<file path="src/rtl/grade_tracker_pkg.sv">
// Shared sizing, increment constants and types for the grade tracker.
package grade_tracker_pkg;
    localparam int unsigned SLOTS     = 8;
    localparam int unsigned GW        = 8;
    localparam int unsigned MAX_GRADE = 100;
    localparam int unsigned INC_SMALL = 1;
    localparam int unsigned INC_MID   = 5;
    localparam int unsigned INC_LARGE = 25;
    localparam int unsigned PW        = $clog2(SLOTS);
    localparam int unsigned CW        = $clog2(SLOTS + 1);

    typedef logic [GW-1:0] grade_t;
    typedef logic [GW:0]   wide_t;
    typedef logic [PW-1:0] ptr_t;
    typedef logic [CW-1:0] cnt_t;
endpackage

</file>
<file path="src/rtl/grade_tracker_if.sv">
// Front-panel buttons in, display bus out.
interface grade_tracker_if;
    import grade_tracker_pkg::*;

    logic   Increment1;
    logic   Increment5;
    logic   Increment25;
    logic   saveGrade;
    logic   setGrade;
    logic   resetGrades;
    logic   clearCurrent;
    logic   displayGrades;
    grade_t allGrades;

    modport master (
        output Increment1, Increment5, Increment25, saveGrade, setGrade,
               resetGrades, clearCurrent, displayGrades,
        input  allGrades
    );

    modport slave (
        input  Increment1, Increment5, Increment25, saveGrade, setGrade,
               resetGrades, clearCurrent, displayGrades,
        output allGrades
    );
endinterface

</file>
<file path="src/rtl/btn_sync_edge.sv">
// Two-flop synchronizer for an asynchronous button, with rise/fall pulses
// derived from the synchronized level.
module btn_sync_edge (
    input  logic clk_i,
    input  logic rst_ni,
    input  logic btn_i,
    output logic level_o,
    output logic rise_o,
    output logic fall_o
);
    logic s1_q, s2_q, prev_q;

    always_ff @(posedge clk_i or negedge rst_ni) begin
        if (!rst_ni) begin
            s1_q   <= 1'b0;
            s2_q   <= 1'b0;
            prev_q <= 1'b0;
        end else begin
            s1_q   <= btn_i;
            s2_q   <= s1_q;
            prev_q <= s2_q;
        end
    end

    assign level_o = s2_q;
    assign rise_o  = s2_q & ~prev_q;
    assign fall_o  = ~s2_q & prev_q;
endmodule

</file>
<file path="src/rtl/grade_tracker.sv">
// Builds a current grade from increment buttons, stores up to SLOTS grades
// and lets the display browse them.
module grade_tracker
    import grade_tracker_pkg::*;
(
    input  logic          clk,
    input  logic          rst_n,
    grade_tracker_if.slave bus
);
    localparam int unsigned NBTN = 8;
    localparam int unsigned BI1 = 0, BI5 = 1, BI25 = 2, BSAVE = 3, BSET = 4, BRST = 5,
                            BCLR = 6, BDISP = 7;

    logic [NBTN-1:0] raw, level, rise, fall;

    assign raw = {bus.displayGrades, bus.clearCurrent, bus.resetGrades, bus.setGrade,
                  bus.saveGrade, bus.Increment25, bus.Increment5, bus.Increment1};

    for (genvar i = 0; i < NBTN; i++) begin : g_btn
        btn_sync_edge u_sync (
            .clk_i   (clk),
            .rst_ni  (rst_n),
            .btn_i   (raw[i]),
            .level_o (level[i]),
            .rise_o  (rise[i]),
            .fall_o  (fall[i])
        );
    end

    logic unused_edges;
    assign unused_edges = ^{level[NBTN-2:0], fall[NBTN-2:0], rise[BDISP]};

    grade_t cur_q, cur_d;
    cnt_t   count_q, count_d;
    ptr_t   ptr_q, ptr_d;
    grade_t store_q [SLOTS];
    grade_t store_d [SLOTS];
    grade_t inc;
    wide_t  sum_w;

    always_comb begin
        cur_d   = cur_q;
        count_d = count_q;
        ptr_d   = ptr_q;
        store_d = store_q;

        inc = '0;
        if (rise[BI1])  inc = inc + grade_t'(INC_SMALL);
        if (rise[BI5])  inc = inc + grade_t'(INC_MID);
        if (rise[BI25]) inc = inc + grade_t'(INC_LARGE);
        // One extra bit so the saturation compare never sees a wrapped value.
        sum_w = wide_t'(cur_q) + wide_t'(inc);

        if (rise[BRST]) begin
            cur_d   = '0;
            count_d = '0;
            for (int i = 0; i < SLOTS; i++) store_d[i] = '0;
        end else if (rise[BCLR]) begin
            cur_d = '0;
        end else if (rise[BSAVE]) begin
            if (count_q < cnt_t'(SLOTS)) begin
                store_d[count_q[PW-1:0]] = cur_q;
                count_d = count_q + cnt_t'(1);
                cur_d   = '0;
            end
        end else if (rise[BSET]) begin
            if (cnt_t'(ptr_q) < count_q) store_d[ptr_q] = cur_q;
        end else if (rise[BI1] | rise[BI5] | rise[BI25]) begin
            cur_d = (sum_w > wide_t'(MAX_GRADE)) ? grade_t'(MAX_GRADE) : sum_w[GW-1:0];
        end

        if (rise[BRST]) begin
            ptr_d = '0;
        end else if (fall[BDISP]) begin
            if (count_q == '0) begin
                ptr_d = '0;
            end else if (cnt_t'(ptr_q) + cnt_t'(1) >= count_q) begin
                ptr_d = '0;
            end else begin
                ptr_d = ptr_q + ptr_t'(1);
            end
        end
    end

    always_ff @(posedge clk or negedge rst_n) begin
        if (!rst_n) begin
            cur_q   <= '0;
            count_q <= '0;
            ptr_q   <= '0;
            for (int i = 0; i < SLOTS; i++) store_q[i] <= '0;
        end else begin
            cur_q   <= cur_d;
            count_q <= count_d;
            ptr_q   <= ptr_d;
            store_q <= store_d;
        end
    end

    always_comb begin
        bus.allGrades = cur_q;
        if (level[BDISP]) bus.allGrades = (count_q != '0) ? store_q[ptr_q] : '0;
    end
endmodule

</file>
<file path="src/flat_wrapper.sv">
// flat-port wrapper written by rule: the top's interface ports become plain ports
module grade_tracker_flat import grade_tracker_pkg::*;
  (clk, rst_n, bus_Increment1, bus_Increment5, bus_Increment25, bus_saveGrade, bus_setGrade, bus_resetGrades, bus_clearCurrent, bus_displayGrades, bus_allGrades);
  grade_tracker_if bus_i ();
  input  logic clk;
  input  logic rst_n;
  input wire logic [$bits(bus_i.Increment1)-1:0] bus_Increment1;
  input wire logic [$bits(bus_i.Increment5)-1:0] bus_Increment5;
  input wire logic [$bits(bus_i.Increment25)-1:0] bus_Increment25;
  input wire logic [$bits(bus_i.saveGrade)-1:0] bus_saveGrade;
  input wire logic [$bits(bus_i.setGrade)-1:0] bus_setGrade;
  input wire logic [$bits(bus_i.resetGrades)-1:0] bus_resetGrades;
  input wire logic [$bits(bus_i.clearCurrent)-1:0] bus_clearCurrent;
  input wire logic [$bits(bus_i.displayGrades)-1:0] bus_displayGrades;
  output wire logic [$bits(bus_i.allGrades)-1:0] bus_allGrades;
  assign bus_i.Increment1 = bus_Increment1;
  assign bus_i.Increment5 = bus_Increment5;
  assign bus_i.Increment25 = bus_Increment25;
  assign bus_i.saveGrade = bus_saveGrade;
  assign bus_i.setGrade = bus_setGrade;
  assign bus_i.resetGrades = bus_resetGrades;
  assign bus_i.clearCurrent = bus_clearCurrent;
  assign bus_i.displayGrades = bus_displayGrades;
  assign bus_allGrades = bus_i.allGrades;
  grade_tracker u_core (.clk(clk), .rst_n(rst_n), .bus(bus_i));
endmodule
</file>
<file path="config.mk">
export PLATFORM = sky130hd
export DESIGN_NAME = grade_tracker_flat
export DESIGN_NICKNAME = d
export VERILOG_FILES = /design/src/rtl/grade_tracker_pkg.sv /design/src/rtl/grade_tracker_if.sv /design/src/rtl/btn_sync_edge.sv /design/src/rtl/grade_tracker.sv /design/src/flat_wrapper.sv
export SDC_FILE = /design/constraint.sdc
export NUM_CORES = 1
export LEC_CHECK = 0
export ABC_AREA = 1
export BUFFER_PORTS_ARGS = -buffer_cell sky130_fd_sc_hd__clkbuf_2
export CORE_AREA = 2 2 115 117
export CTS_CLUSTER_DIAMETER = 200
export DETAILED_ROUTE_END_ITERATION = 16
export DIE_AREA = 0 0 117 119
export SYNTH_ARGS = -nofsm -noshare
export SYNTH_HDL_FRONTEND = slang
export SYNTH_SLANG_ARGS = --single-unit
</file>
<file path="constraint.sdc">
create_clock -name clk -period 3.6 [get_ports clk]
set_input_delay 0.9 -clock clk [delete_from_list [all_inputs] [get_ports clk]]
set_output_delay 0.9 -clock clk [all_outputs]
set_load 0.02 [all_outputs]
</file>
==> tab_implementation.tex <==
\begin{tabular}{lr}
\hline
Metric & Value \\
\hline
\multicolumn{2}{l}{\textbf{Outcome}} \\
\quad Status & finished, final reports clean \\
\multicolumn{2}{l}{\textbf{Yosys}} \\
\quad Synth Cell Area & 0.00563 mm² \\
\quad Mapped Nets & 693 \\
\quad \#FFs+latches synth & 103 \\
\quad Post-synth cell types & 42 \\
\quad Fraction of the yosys area taken by sequential cells & 0.458 \\
\quad Number of warnings reported in the yosys synthesis log & 0 \\
\quad Number of instances in the synthesized netlist & 662 \\
\quad Average cell area after synthesis & 8.51 µm² \\
\multicolumn{2}{l}{\textbf{Worst setup path}} \\
\quad End of the worst register-to-register path & u\_core.cur\_q[1] \\
\quad CP Max Fanout & 11 \\
\quad FF-to-FF setup slack & 820 ps \\
\quad Data required time at the worst endpoint & 2700 ps \\
\quad Worst setup path startpoint & u\_core.ptr\_q[2] \\
\quad Type of the worst setup path & reg -> out \\
\quad Critical path arrival & 2420 ps \\
\quad Launching point of the worst reg2reg path & u\_core.g\_btn[1].u\_sync.prev\_q \\
\quad Setup crit end kind & output port \\
\quad Startpoint types & flop \\
\quad FF-to-FF path depth & 16 \\
\multicolumn{2}{l}{\textbf{Power}} \\
\quad Leakage power of the design & 3.02 nW \\
\quad Peak VDD IR & 0.290 mV \\
\quad Switching share of power & 0.307 \\
\quad Share of total power in sequential cells & 0.447 \\
\quad Switching Power & 875 µW \\
\quad Clock network power share & 0.371 \\
\quad Internal Dissipation & 1.98 mW \\
\quad Part of the total power dissipated in combinational logic & 0.183 \\
\quad Pwr per Cell Area & 466 mW/mm² \\
\quad Total power & 2.85 mW \\
\multicolumn{2}{l}{\textbf{Detailed routing}} \\
\quad Iter 0 DRT Violations & 395 \\
\quad Wirelength, routed & 15,000 µm \\
\quad Antenna violation net count after detailed routing & 0 \\
\quad Average routed wire per standard cell & 17.5 µm \\
\quad Remaining design rule violation count & 0 \\
\quad Via count & 4,736 \\
\quad Average via count per standard cell & 5.54 \\
\quad Number of optimization iterations in the first detailed-route pass & 5 \\
\multicolumn{2}{l}{\textbf{Finish}} \\
\quad Fillcell total & 1,274 \\
\quad Fin nets & 705 \\
\quad Antenna fix cells & 0 \\
\quad Area taken by flip-flops and latches & 0.00258 mm² \\
\quad Footprint of the multi-input gates & 0.00255 mm² \\
\quad Final cell count without fillers & 855 \\
\quad Area growth from synthesis to layout & 8.60\% \\
\quad Fraction of final layout cells sized beyond drive strength 1 & 0.112 \\
\multicolumn{2}{l}{\textbf{Floorplanning}} \\
\quad Count of pins on the block boundary & 18 \\
\quad Die area & 0.0139 mm² \\
\quad Die boundary height & 119 µm \\
\quad Die X & 117 µm \\
\quad Core outline area & 0.0129 mm² \\
\quad Placement Rows & 42 \\
\quad Starting Density & 0.437 \\
\multicolumn{2}{l}{\textbf{CTS}} \\
\quad Clock latency at the later pin of the worst-skew pair & 360 ps \\
\quad Total clock buffers created by CTS & 9 \\
\quad Root buf cell & sky130\_fd\_sc\_hd\_\_clkbuf\_16 \\
\quad TritonCTS clock tree & yes \\
\quad Number of levels in the clock H-tree & 3 \\
\quad Hold Buf Count CTS & 0 \\
\quad Deepest clock path buffer count & 2 \\
\quad Number of buffers inserted by post-CTS setup repair & 0 \\
\quad Clock transition at the registers of the reported paths & 70 ps \\
\quad Number of gates given a new drive strength after cts & 0 \\
\quad TritonCTS Sinks & 103 \\
\multicolumn{2}{l}{\textbf{Placed design}} \\
\quad Final HPWL DP & 10,500 µm \\
\quad Pre-CTS setup slack & 701 ps \\
\quad Placed Instances & 839 \\
\quad Global placement routability congestion & 0.955 \\
\quad IO buf count & 17 \\
\multicolumn{2}{l}{\textbf{Hold path}} \\
\quad Hold Crit Class & reg -> reg \\
\quad Worst hold path stage count & 0 \\
\quad Endpoint of the worst hold path & u\_core.g\_btn[7].u\_sync.level\_o \\
\quad Start point of the worst hold path & u\_core.g\_btn[7].u\_sync.s1\_q \\
\multicolumn{2}{l}{\textbf{Timing}} \\
\quad Setup clock skew after layout & 7.52 ps \\
\quad Period minus WS final & 3320 ps \\
\quad PnR worst setup slack & 277 ps \\
\quad Final Hold Slack & 349 ps \\
\quad Final Hold Fails & 0 \\
\quad Final-report setup violation count & 0 \\
\quad Count of final max-slew check failures & 0 \\
\quad RSZ-0062 raised after global routing & no \\
\quad Timing-limited maximum frequency & 301 MHz \\
\quad Period utilisation layout & 0.923 \\
\quad Worst-Margin Slew & 875 ps \\
\quad Worst slew margin & 0.415 \\
\quad Post-Route Setup TNS & 0 ps \\
\multicolumn{2}{l}{\textbf{GRT}} \\
\quad Vias in the first global route & 4,534 \\
\quad Antenna violations before repair & 0 \\
\quad All-layer global routing usage & 0.231 \\
\quad Wire length of the first global-routing pass & 24,500 µm \\
\quad GR Overflow Total & 0 \\
\quad Maximum number of pins on one net before global-route repair & 58 \\
\multicolumn{2}{l}{\textbf{Flow run}} \\
\quad Max Cap Viol & 0 \\
\hline
\end{tabular}
## routing by layer
layer,GRT usage,part of all wire
met3,0.0316,0.049
met4,0.0971,0.029
met5,0,0
met1,0.338,0.46
met2,0.344,0.46
## worst max-delay path by stage
stage / depth (start not counted) / to / slack (ps)
after detailed placement: 10 / bus_allGrades[6] / 700
final: 8 / bus_allGrades[1] / 280
after floorplan: 6 / bus_allGrades[0] / 1040
after CTS: 8 / bus_allGrades[1] / 300
after global placement: 10 / bus_allGrades[6] / 660
after global routing: 10 / bus_allGrades[6] / 80
## stage by stage
step                 util  area, µm²
detailed placement  0.451       5800
finish              0.475       6120
global route        0.475       6120
global placement    0.451       5800
CTS                 0.475       6120
floorplan               -       5630
## power groups by stage
| stage | Clock [mW] | Sequential [mW] | Combinational, mW |
|---|---|---|---|
| final | 1.06 | 1.27 | 0.521 |
| after floorplan | 0 | 1.27 | 0.385 |
| after global routing | 1.11 | 1.28 | 0.586 |
| after detailed placement | 0 | 1.29 | 0.520 |
| after global placement | 0 | 1.29 | 0.513 |
| after CTS | 1.07 | 1.27 | 0.523 |
## cell usage in the layout, fill, tap and decap left out, drive strengths merged, types with 6 or more instances in the layout
cell type / netlist / layout
buf: 23 / 9
o21ai: 38 / 38
ha: 20 / 20
inv: 77 / 77
a21oi: 13 / 13
nor2: 26 / 26
clkbuf: 1 / 26
o22ai: 15 / 15
nand4: 68 / 68
nand2: 200 / 200
nand3: 47 / 47
a22oi: 6 / 6
or2: 7 / 7
dfrtp: 103 / 103
## critical path: stages, from the launching register on
cell	delay [ps]
sky130_fd_sc_hd__dfrtp_1	670
sky130_fd_sc_hd__inv_4	170
sky130_fd_sc_hd__nand3_1	190
sky130_fd_sc_hd__inv_1	170
sky130_fd_sc_hd__a22oi_1	190
sky130_fd_sc_hd__o211ai_1	100
sky130_fd_sc_hd__o21ai_0	210
sky130_fd_sc_hd__o21ai_0	160
sky130_fd_sc_hd__clkbuf_2	190
## flip-flops by register name, indices dropped and copies added, names as in the netlist
name                         flops
u_core.store_q                  64
u_core.cur_q                     8
u_core.g_btn.u_sync.level_o      8
u_core.g_btn.u_sync.prev_q       8
u_core.g_btn.u_sync.s1_q         8
u_core.count_q                   4
u_core.ptr_q                     3
## layout make-up
cell class | count | share of cell area
Multi-Input combinational cell | 458 | 0.417
Clock buffer | 10 | 0.0374
Inverter | 77 | 0.0477
Clock inverter | 6 | 0.0139
Tap cell | 176 | 0.0360
Sequential cell | 103 | 0.421
Timing Repair Buffer | 25 | 0.0262
## Yosys cell counts (all sizes together)
library cell / n / area [µm²]
or2: 7 / 46.3
dfrtp: 103 / 2580
o2111ai: 4 / 35.0
nand3b: 1 / 7.51
o21a: 1 / 7.51
a31oi: 2 / 12.5
buf: 23 / 208
a21oi: 13 / 65.1
a21boi: 1 / 7.51
o21bai: 1 / 7.51
a22oi: 6 / 45.0
nand4: 68 / 425
clkbuf: 1 / 3.75
xor2: 1 / 8.76
nor3: 1 / 5.00
o22ai: 15 / 160
nand3: 47 / 343
ha: 20 / 250
o32ai: 1 / 8.76
o211ai: 1 / 7.51
nand2: 200 / 758
fa: 1 / 20.0
xnor2: 2 / 17.5
o221ai: 1 / 8.76
nor2: 26 / 110
o21ai: 38 / 194
inv: 77 / 292
## cells by family (layout without fill, tap and decap cells)
kind of cell	Yosys count	after routing	synth area share
fa+ha+maj	21	21	0.0480
simple gates	350	350	0.301
xor+xnor	3	3	0.00467
compound gates	84	84	0.0993
buf+inv	101	118	0.0893
flops	103	103	0.458
No activity file was read; power rests on OpenSTA's default activity.
